`config.mk`:
```
export PLATFORM = sky130hd
export DESIGN_NAME = serial_addsub_seq
export DESIGN_NICKNAME = d
export VERILOG_FILES = /design/src/rtl/serial_addsub_seq.sv
export SDC_FILE = /design/constraint.sdc
export NUM_CORES = 1
export LEC_CHECK = 0
export BUFFER_PORTS_ARGS = -buffer_cell sky130_fd_sc_hd__clkbuf_2
export CAP_MARGIN = 20
export CORE_UTILIZATION = 35
export CTS_BUF_LIST = sky130_fd_sc_hd__clkbuf_4 sky130_fd_sc_hd__clkbuf_8
export CTS_CLUSTER_DIAMETER = 80
export DETAILED_ROUTE_END_ITERATION = 8
export PLACE_DENSITY_LB_ADDON = 0.05
export SYNTH_ARGS = -nofsm -noshare
export SYNTH_HDL_FRONTEND = slang
export SYNTH_SLANG_ARGS = --single-unit
export TNS_END_PERCENT = 20
```
`constraint.sdc`:
```
create_clock -name clk -period 2.9 [get_ports clk]
set_clock_uncertainty 0.2 [all_clocks]
set_input_delay 0.58 -clock clk [delete_from_list [all_inputs] [get_ports clk]]
set_output_delay 0.58 -clock clk [all_outputs]
set_load 0.02 [all_outputs]
```
`src/rtl/serial_addsub_seq.sv`:
```
// rtl/serial_addsub_seq.sv - bit-serial signed add/subtract sequencer around one shared fa cell
// Optional saturation of overflowed results: define SERIAL_ADDSUB_SAT_EN.

module fa (
   input  logic a,
   input  logic b,
   input  logic c,
   output logic sout,
   output logic cout
);
   assign sout = a ^ b ^ c;
   assign cout = (a & b) | (c & (a ^ b));
endmodule

module serial_addsub_seq #(
   parameter int WIDTH = 8
) (
   input  logic             clk,
   input  logic             rst,
   input  logic             start,
   input  logic             op_sub,
   input  logic [WIDTH-1:0] a,
   input  logic [WIDTH-1:0] b,
   output logic             busy,
   output logic             done,
   output logic [WIDTH-1:0] result,
   output logic             overflow
);
   localparam int CW = $clog2(WIDTH);
   localparam logic [CW-1:0] LAST = CW'(WIDTH - 1);

   localparam logic [1:0] IDLE = 2'd0;
   localparam logic [1:0] RUN  = 2'd1;
   localparam logic [1:0] DONE = 2'd2;

   logic [1:0]       state;
   logic [WIDTH-1:0] sa;
   logic [WIDTH-1:0] sb;
   logic             carry;
   logic [CW-1:0]    cnt;
   logic             sign_a;
   logic             sign_b;
   logic             fa_sout;
   logic             fa_cout;
   logic             ovf_next;
   logic [WIDTH-1:0] shifted;

   fa u_fa (
      .a    (sa[0]),
      .b    (sb[0]),
      .c    (carry),
      .sout (fa_sout),
      .cout (fa_cout)
   );

   assign busy     = (state == RUN);
   assign done     = (state == DONE);
   assign ovf_next = (sign_a == sign_b) && (fa_sout != sign_a);
   assign shifted  = {fa_sout, result[WIDTH-1:1]};

   always_ff @(posedge clk) begin
      if (rst) begin
         state    <= IDLE;
         sa       <= '0;
         sb       <= '0;
         carry    <= 1'b0;
         cnt      <= '0;
         sign_a   <= 1'b0;
         sign_b   <= 1'b0;
         result   <= '0;
         overflow <= 1'b0;
      end else begin
         case (state)
            IDLE, DONE: begin
               if (start) begin
                  // subtraction is a + ~b + 1, the +1 entering as the initial carry
                  state    <= RUN;
                  sa       <= a;
                  sb       <= b ^ {WIDTH{op_sub}};
                  carry    <= op_sub;
                  cnt      <= '0;
                  sign_a   <= a[WIDTH-1];
                  sign_b   <= b[WIDTH-1] ^ op_sub;
                  result   <= '0;
                  overflow <= 1'b0;
               end else begin
                  state <= IDLE;
               end
            end
            RUN: begin
               carry <= fa_cout;
               sa    <= sa >> 1;
               sb    <= sb >> 1;
               cnt   <= cnt + 1'b1;
               if (cnt == LAST) begin
                  state    <= DONE;
                  overflow <= ovf_next;
`ifdef SERIAL_ADDSUB_SAT_EN
                  // clamp so the DONE cycle already presents the saturated value
                  if (ovf_next)
                     result <= sign_a ? {1'b1, {(WIDTH-1){1'b0}}} : {1'b0, {(WIDTH-1){1'b1}}};
                  else
                     result <= shifted;
`else
                  result   <= shifted;
`endif
               end else begin
                  result <= shifted;
               end
            end
            default: state <= IDLE;
         endcase
      end
   end
endmodule

```
==> results_dict.tcl, run 1 <==
set metrics [dict create \
    rr_endpoint "overflow" \
    slew_violations 0 \
    grt_pass1_wl_um 4933 \
    first_global_vias 1100 \
    die_h_um 64.82 \
    required_ns 2.12 \
    netlist_area_um2 1381 \
    crit_slowest_cell "dfxtp_1" \
    synth.top_cell.area_share 0.4783 \
    place.gp.congestion 0.6454 \
    min_path_type "reg -> reg" \
    reg2reg_from "state[0]" \
    power_leakage_nw 0.6923 \
    coreArea_um2 3716 \
    dp_hpwl_um 1871 \
    maxCapViolations 0 \
    diodes 0 \
    async_reset_ff_frac 0 \
    critPathLaunchType "flop" \
    final_common_cell "dfxtp_1" \
    cts_buffers 5 \
    cts.sinks 33 \
    syn_area_per_cell_um2 9.797 \
    slowest_delay_ns 0.38 \
    ios 31 \
    synth_top_area_cell "dfxtp_1" \
    grtUsageTotal 0.1561 \
    grt_setup_unrepaired "no" \
    dr.first_iter.drc_count 49 \
    arrival_ns 1.38 \
    post-route-period-util 0.7451 \
    cts_tree "yes" \
    endpoint_kind "output port" \
    wl_per_cell_um 13.22 \
    port_buffers 30 \
    setup_viol 0 \
    crit_type "reg -> out" \
    drc 0 \
    most-common-layout-cells "dfxtp_1, clkbuf_2, a21oi_1" \
    yosysSeqAreaShare 0.4783 \
    cts.reportedPaths.clkPinSlew_ns 0.07 \
    synth.net_count 164 \
    fin_setup_tns_ns 0 \
    vias_per_cell 5.179 \
    worstHoldStart "sb[5]" \
    crit_fanout 23 \
    totalWireLength_um 2882 \
    overflow 0 \
    num_vias 1129 \
    drtAntennaViolNets 0 \
    worst_slew_pin_slew_ns 0.7832 \
    final_util 0.4421 \
    dr.pass1.iters 4 \
    hold_depth 2 \
    start_util 0.3717 \
    ctsRootBufferMaster "clkbuf_8" \
    postCtsSetupRepairBufs 0 \
    cts_hold_buffers 0 \
    path_cells "nand2b_1 -> buf_4 -> inv_4 -> clkbuf_2" \
    fmax_ghz 0.4628 \
    grt_antenna_before_repair 0 \
    hold_viol 0 \
    layout.nets 192 \
    cts_max_path_buffers 2 \
    synthTopCellsByArea "dfxtp_1, a22oi_1, a21oi_1" \
    num_rows 22 \
    r2r_slack_ns 1.15 \
    ir_drop_mv 0.3206 \
    hold_end "sb[5]" \
    power_density_nw_per_um2 603.1 \
    synth_edf_count 0 \
    area_delta_synth_final_pct 18.93 \
    cts_max_level 2 \
    die_w_um 64.82 \
    die_area_um2 4202 \
    synthCells 141 \
    period_minus_slack_ns 2.161 \
    r2r_cells 3 \
    synth-seq-cells 33 \
    relSlewSlack 0.4779 \
    ys.warnings.count 0 \
    cts_resized 0 \
    synth_ff_type "dfxtp_1" \
    ys_types 31 \
    status "finished clean" \
    clk_latency_ns 0.28 \
    layout-drive-gt1-share 0.2647 \
    grt_max_degree 25 \
]
report_power, final:
group	total [mW]	internal [mW]	switching, mW	leakage, nW
combinational	0.124	0.0492	0.0752	0.369
clock	0.376	0.214	0.162	0.0542
sequential	0.490	0.477	0.0131	0.270
total	0.991	0.741	0.250	0.692
flip-flops by register name, indices dropped and copies added (netlist names):
| signal | flops |
|---|---|
| carry | 1 |
| cnt | 3 |
| overflow | 1 |
| result | 8 |
| sa | 8 |
| sb | 8 |
| sign_a | 1 |
| sign_b | 1 |
| state | 2 |
stage by stage:
| stage | worst slack (ns) | instance area [um^2] | cells | total power, mW | hold WS, ns |
|---|---|---|---|---|---|
| after floorplan | 1.286 | 1381 | 141 | 0.5930 | 0.2452 |
| after global routing | 0.6342 | 1643 | 218 | 1.040 | 0.2919 |
| after CTS | 0.7265 | 1643 | 218 | 1.002 | 0.2699 |
| after detailed placement | 0.9512 | 1541 | 210 | 0.6251 | 0.2607 |
| final | 0.7393 | 1643 | 218 | 0.9907 | 0.2688 |
| after global placement | 1.012 | 1541 | 210 | 0.6224 | 0.2527 |
worst max-delay path by stage:
| stage | startpoint | to | slack [ns] |
|---|---|---|---|
| floorplan | carry | overflow | 1.29 |
| global placement | start | cnt[0] | 1.01 |
| detailed placement | start | overflow | 0.95 |
| CTS | state[0] | busy | 0.73 |
| global route | state[0] | busy | 0.63 |
| finish | state[0] | busy | 0.74 |
cells by family (layout without fill, tap and decap cells):
family,Yosys count,in the layout,share of synthesized area
AO/OA/AOI/OAI,49,49,0.2419
flip-flops,33,33,0.4783
AND/OR/NAND/NOR,32,32,0.1314
buffers and inverters,16,45,0.06522
XOR/XNOR,8,8,0.05073
adder cells (fa/ha/maj),3,3,0.03261
cells in the mapped netlist, types with 2 or more instances:
cell type	n
dfxtp_1	33
a21oi_1	19
nand3_1	17
a22oi_1	15
a22o_1	9
xor2_1	7
buf_2	4
buf_4	4
clkbuf_1	3
inv_1	3
nand2b_1	3
ha_1	2
nand2_1	2
nor2b_1	2
nor3_1	2
metal layers:
metal | part of all wire | up-vias | GRT usage
li1 | - | 567 | -
met1 | 0.46 | 533 | 0.1800
met2 | 0.47 | 22 | 0.2539
met3 | 0.048 | 7 | 0.04577
met4 | 0.026 | 0 | 0.09167
met5 | 0 | - | 0
final cells by class:
class / count / area (um^2)
Timing Repair Buffer: 33 / 172.7
Multi-Input combinational cell: 92 / 630.6
Fill cell: 395 / 2073
Tap cell: 48 / 60.06
Sequential cell: 33 / 660.6
Clock buffer: 7 / 96.34
Clock inverter: 1 / 5.005
Inverter: 4 / 17.52
critical path, delay by kind of cell (launching register included):
kind	cells	cell delay (ns)
DFF	1	0.38
buffers and inverters	3	0.64
and+or+nand+nor	1	0.07
Note: power is estimated with default switching activity, not from simulation.
==> run 2, diff against run 1 <==
ABC_AREA = 1   (was unset)
clock period = 1.8 ns   (was 2.9 ns; I/O delays follow)
==> run 2 against run 1 <==
- setup slack lost 0.58 ns
- sequential power up 62%
- critical path type unchanged
- critical path depth down 1
- synthesized cell count up 65%
- non-clock buffer count up 3
- cell area grew 17%
- worst hold slack got worse by 0.10 ns
==> results_dict.tcl, run 2 <==
set metrics [dict create \
    status "finished clean" \
    die_area_um2 4957 \
    worst_slew_pin_slew_ns 0.4744 \
    final_util 0.4340 \
    relSlewSlack 0.6834 \
    stdcell_area_um2 1916 \
    period_minus_slack_ns 1.645 \
    ys_types 21 \
    ctsRootBufferMaster "clkbuf_8" \
    first_global_vias 1320 \
    num_rows 24 \
    synth_edf_count 0 \
    vias_per_cell 4.524 \
    power_leakage_nw 0.9478 \
    endpoint_kind "output port" \
    grt_antenna_before_repair 0 \
    most-common-layout-cells "nand2_1, dfxtp_1, clkbuf_2" \
    intPower_mw 1.177 \
    pwr-share-comb 0.153 \
    cts_max_path_buffers 2 \
    clk_latency_ns 0.28 \
    ys.warnings.count 0 \
    totalWireLength_um 3567 \
    drtAntennaViolNets 0 \
    fmax_ghz 0.6080 \
    cts_tree "yes" \
    power_density_nw_per_um2 846.6 \
    die_h_um 70.41 \
    fin_setup_tns_ns 0 \
    num_vias 1434 \
    cts_hold_buffers 0 \
    arrival_ns 1.08 \
    wl_per_cell_um 11.25 \
    crit_type "reg -> out" \
    grtUsageTotal 0.1571 \
    crit_buf_inv 2 \
    r2r_slack_ns 0.29 \
    reg2reg_from "carry" \
    area_delta_synth_final_pct 16.96 \
    crit_path_start "state[0]" \
    dr.first_iter.drc_count 67 \
    synth.top_cell.area_share 0.4034 \
    synth.net_count 255 \
    hold_viol 0 \
    yosys.cell_count.top_type "nand2_1" \
    grt_pass1_wl_um 6078 \
    die_w_um 70.41 \
    slowest_delay_ns 0.39 \
    cp_top_family "flip-flops" \
    yosysSeqAreaShare 0.4034 \
    num-fill-cells 497 \
    diodes 0 \
    start_util 0.3710 \
    setup_viol 0 \
    synth-seq-cells 33 \
    clockPowerShare 0.359 \
    path_cells "inv_2 -> nor2_4 -> clkbuf_2" \
    async_reset_ff_frac 0 \
    instances_no_fill 317 \
    drc 0 \
    min_path_type "in -> reg" \
    place.gp.congestion 0.7008 \
    cts.sinks 33 \
    ios 31 \
    grt_max_degree 22 \
    cts_buffers 5 \
    final_common_cell "nand2_1" \
    dr.pass1.iters 4 \
    grt_setup_unrepaired "no" \
    synth_top_area_cell "dfxtp_1" \
    synthCells 232 \
    slew_violations 0 \
    crit_fanout 6 \
    placed_cells 310 \
    postPlaceCellArea_um2 1824 \
    syn_area_per_cell_um2 7.060 \
    cts.reportedPaths.clkPinSlew_ns 0.06 \
    port_buffers 30 \
    synthTopCellsByArea "dfxtp_1, nand2_1, nand3_1" \
    maxCapViolations 0 \
    required_ns 1.24 \
    top_regs "result: 8 flops, sa: 8 flops, sb: 8 flops" \
    critPathLaunchType "flop" \
    ys_top_cells_by_count "nand2_1, dfxtp_1, inv_1" \
    netlist_area_um2 1638 \
    post-route-period-util 0.9138 \
    synth_ff_type "dfxtp_1" \
    switching_power_mw 0.4444 \
    cts_max_level 2 \
    seqPwrFrac 0.488 \
    coreArea_um2 4414 \
    layout.nets 288 \
    worstHoldStart "a[3]" \
    dp_hpwl_um 2455 \
    layout-drive-gt1-share 0.2642 \
    hold_ws_ns 0.1652 \
    crit_slowest_cell "dfxtp_2" \
    ir_drop_mv 0.4024 \
    overflow 0 \
    switching_share 0.2740 \
]
-- run 2: cell count changes in the layout (fill, tap and decap cells not counted), moves of 8 or more --
cell	delta
nand2_2	+9
a21oi_1	-9
a21oi_2	+11
nand2_1	+82
nor2_1	+8
a22oi_1	-15
inv_1	+26
a22o_1	-9
-- run 2: kinds of logic (layout without fill, tap and decap cells) --
| group | after synthesis | after routing | synth area share |
|---|---|---|---|
| simple gates | 129 | 129 | 0.3453 |
| buf+inv | 41 | 74 | 0.1192 |
| flops | 33 | 33 | 0.4034 |
| compound gates | 26 | 26 | 0.1047 |
| fa+ha+maj | 3 | 3 | 0.02750 |
-- run 2: worst register-to-register path, stage by stage, from the launching register on --
cell and delay (ns):
dfxtp_1 0.31, inv_1 0.06, fa_1 0.50, o21ai_0 0.16, nand3_1 0.09, a21oi_1 0.11
-- run 2: layout make-up --
type	count	area, um^2	share of cell area
Clock buffer	7	90.09	0.04703
Inverter	31	121.4	0.06336
Multi-Input combinational cell	158	782.0	0.4082
Sequential cell	33	661.9	0.3455
Tap cell	52	65.06	0.03396
Timing Repair Buffer	36	195.2	0.1019
-- run 2: path summary, 6_finish.rpt --
path              cells past startpoint       end
setup / recovery                      3      busy
hold / removal                        5     sa[3]
setup reg to reg                      5  overflow
hold reg to reg                       2     sa[1]
-- run 2: metal layers --
| metal | track usage | share of wire | vias up |
|---|---|---|---|
| li1 | - | - | 778 |
| met2 | 0.2296 | 0.41 | 31 |
| met5 | 0 | 0 | - |
| met3 | 0.05628 | 0.052 | 6 |
| met1 | 0.2149 | 0.52 | 619 |
| met4 | 0.04667 | 0.011 | 0 |
-- run 2: repair_timing --
item,CTS,global route
resized for setup,0,1
setup endpoints to repair,0,1
endpoints found under the hold margin,0,0
buffers inserted,0,0
-- run 2: power by group through the flow --
stage | sequential, mW | combinational (mW) | clock [mW]
finish | 0.792 | 0.248 | 0.582
global route | 0.796 | 0.282 | 0.638
CTS | 0.791 | 0.252 | 0.598
detailed placement | 0.807 | 0.251 | 0
global placement | 0.808 | 0.250 | 0
floorplan | 0.804 | 0.191 | 0
-- run 2: through the flow --
step / power (mW) / worst slack [ns]
final: 1.622 / 0.1552
after global routing: 1.716 / 0.05679
after CTS: 1.642 / 0.05278
after detailed placement: 1.059 / 0.2989
after global placement: 1.058 / 0.3217
after floorplan: 0.9948 / 0.3602
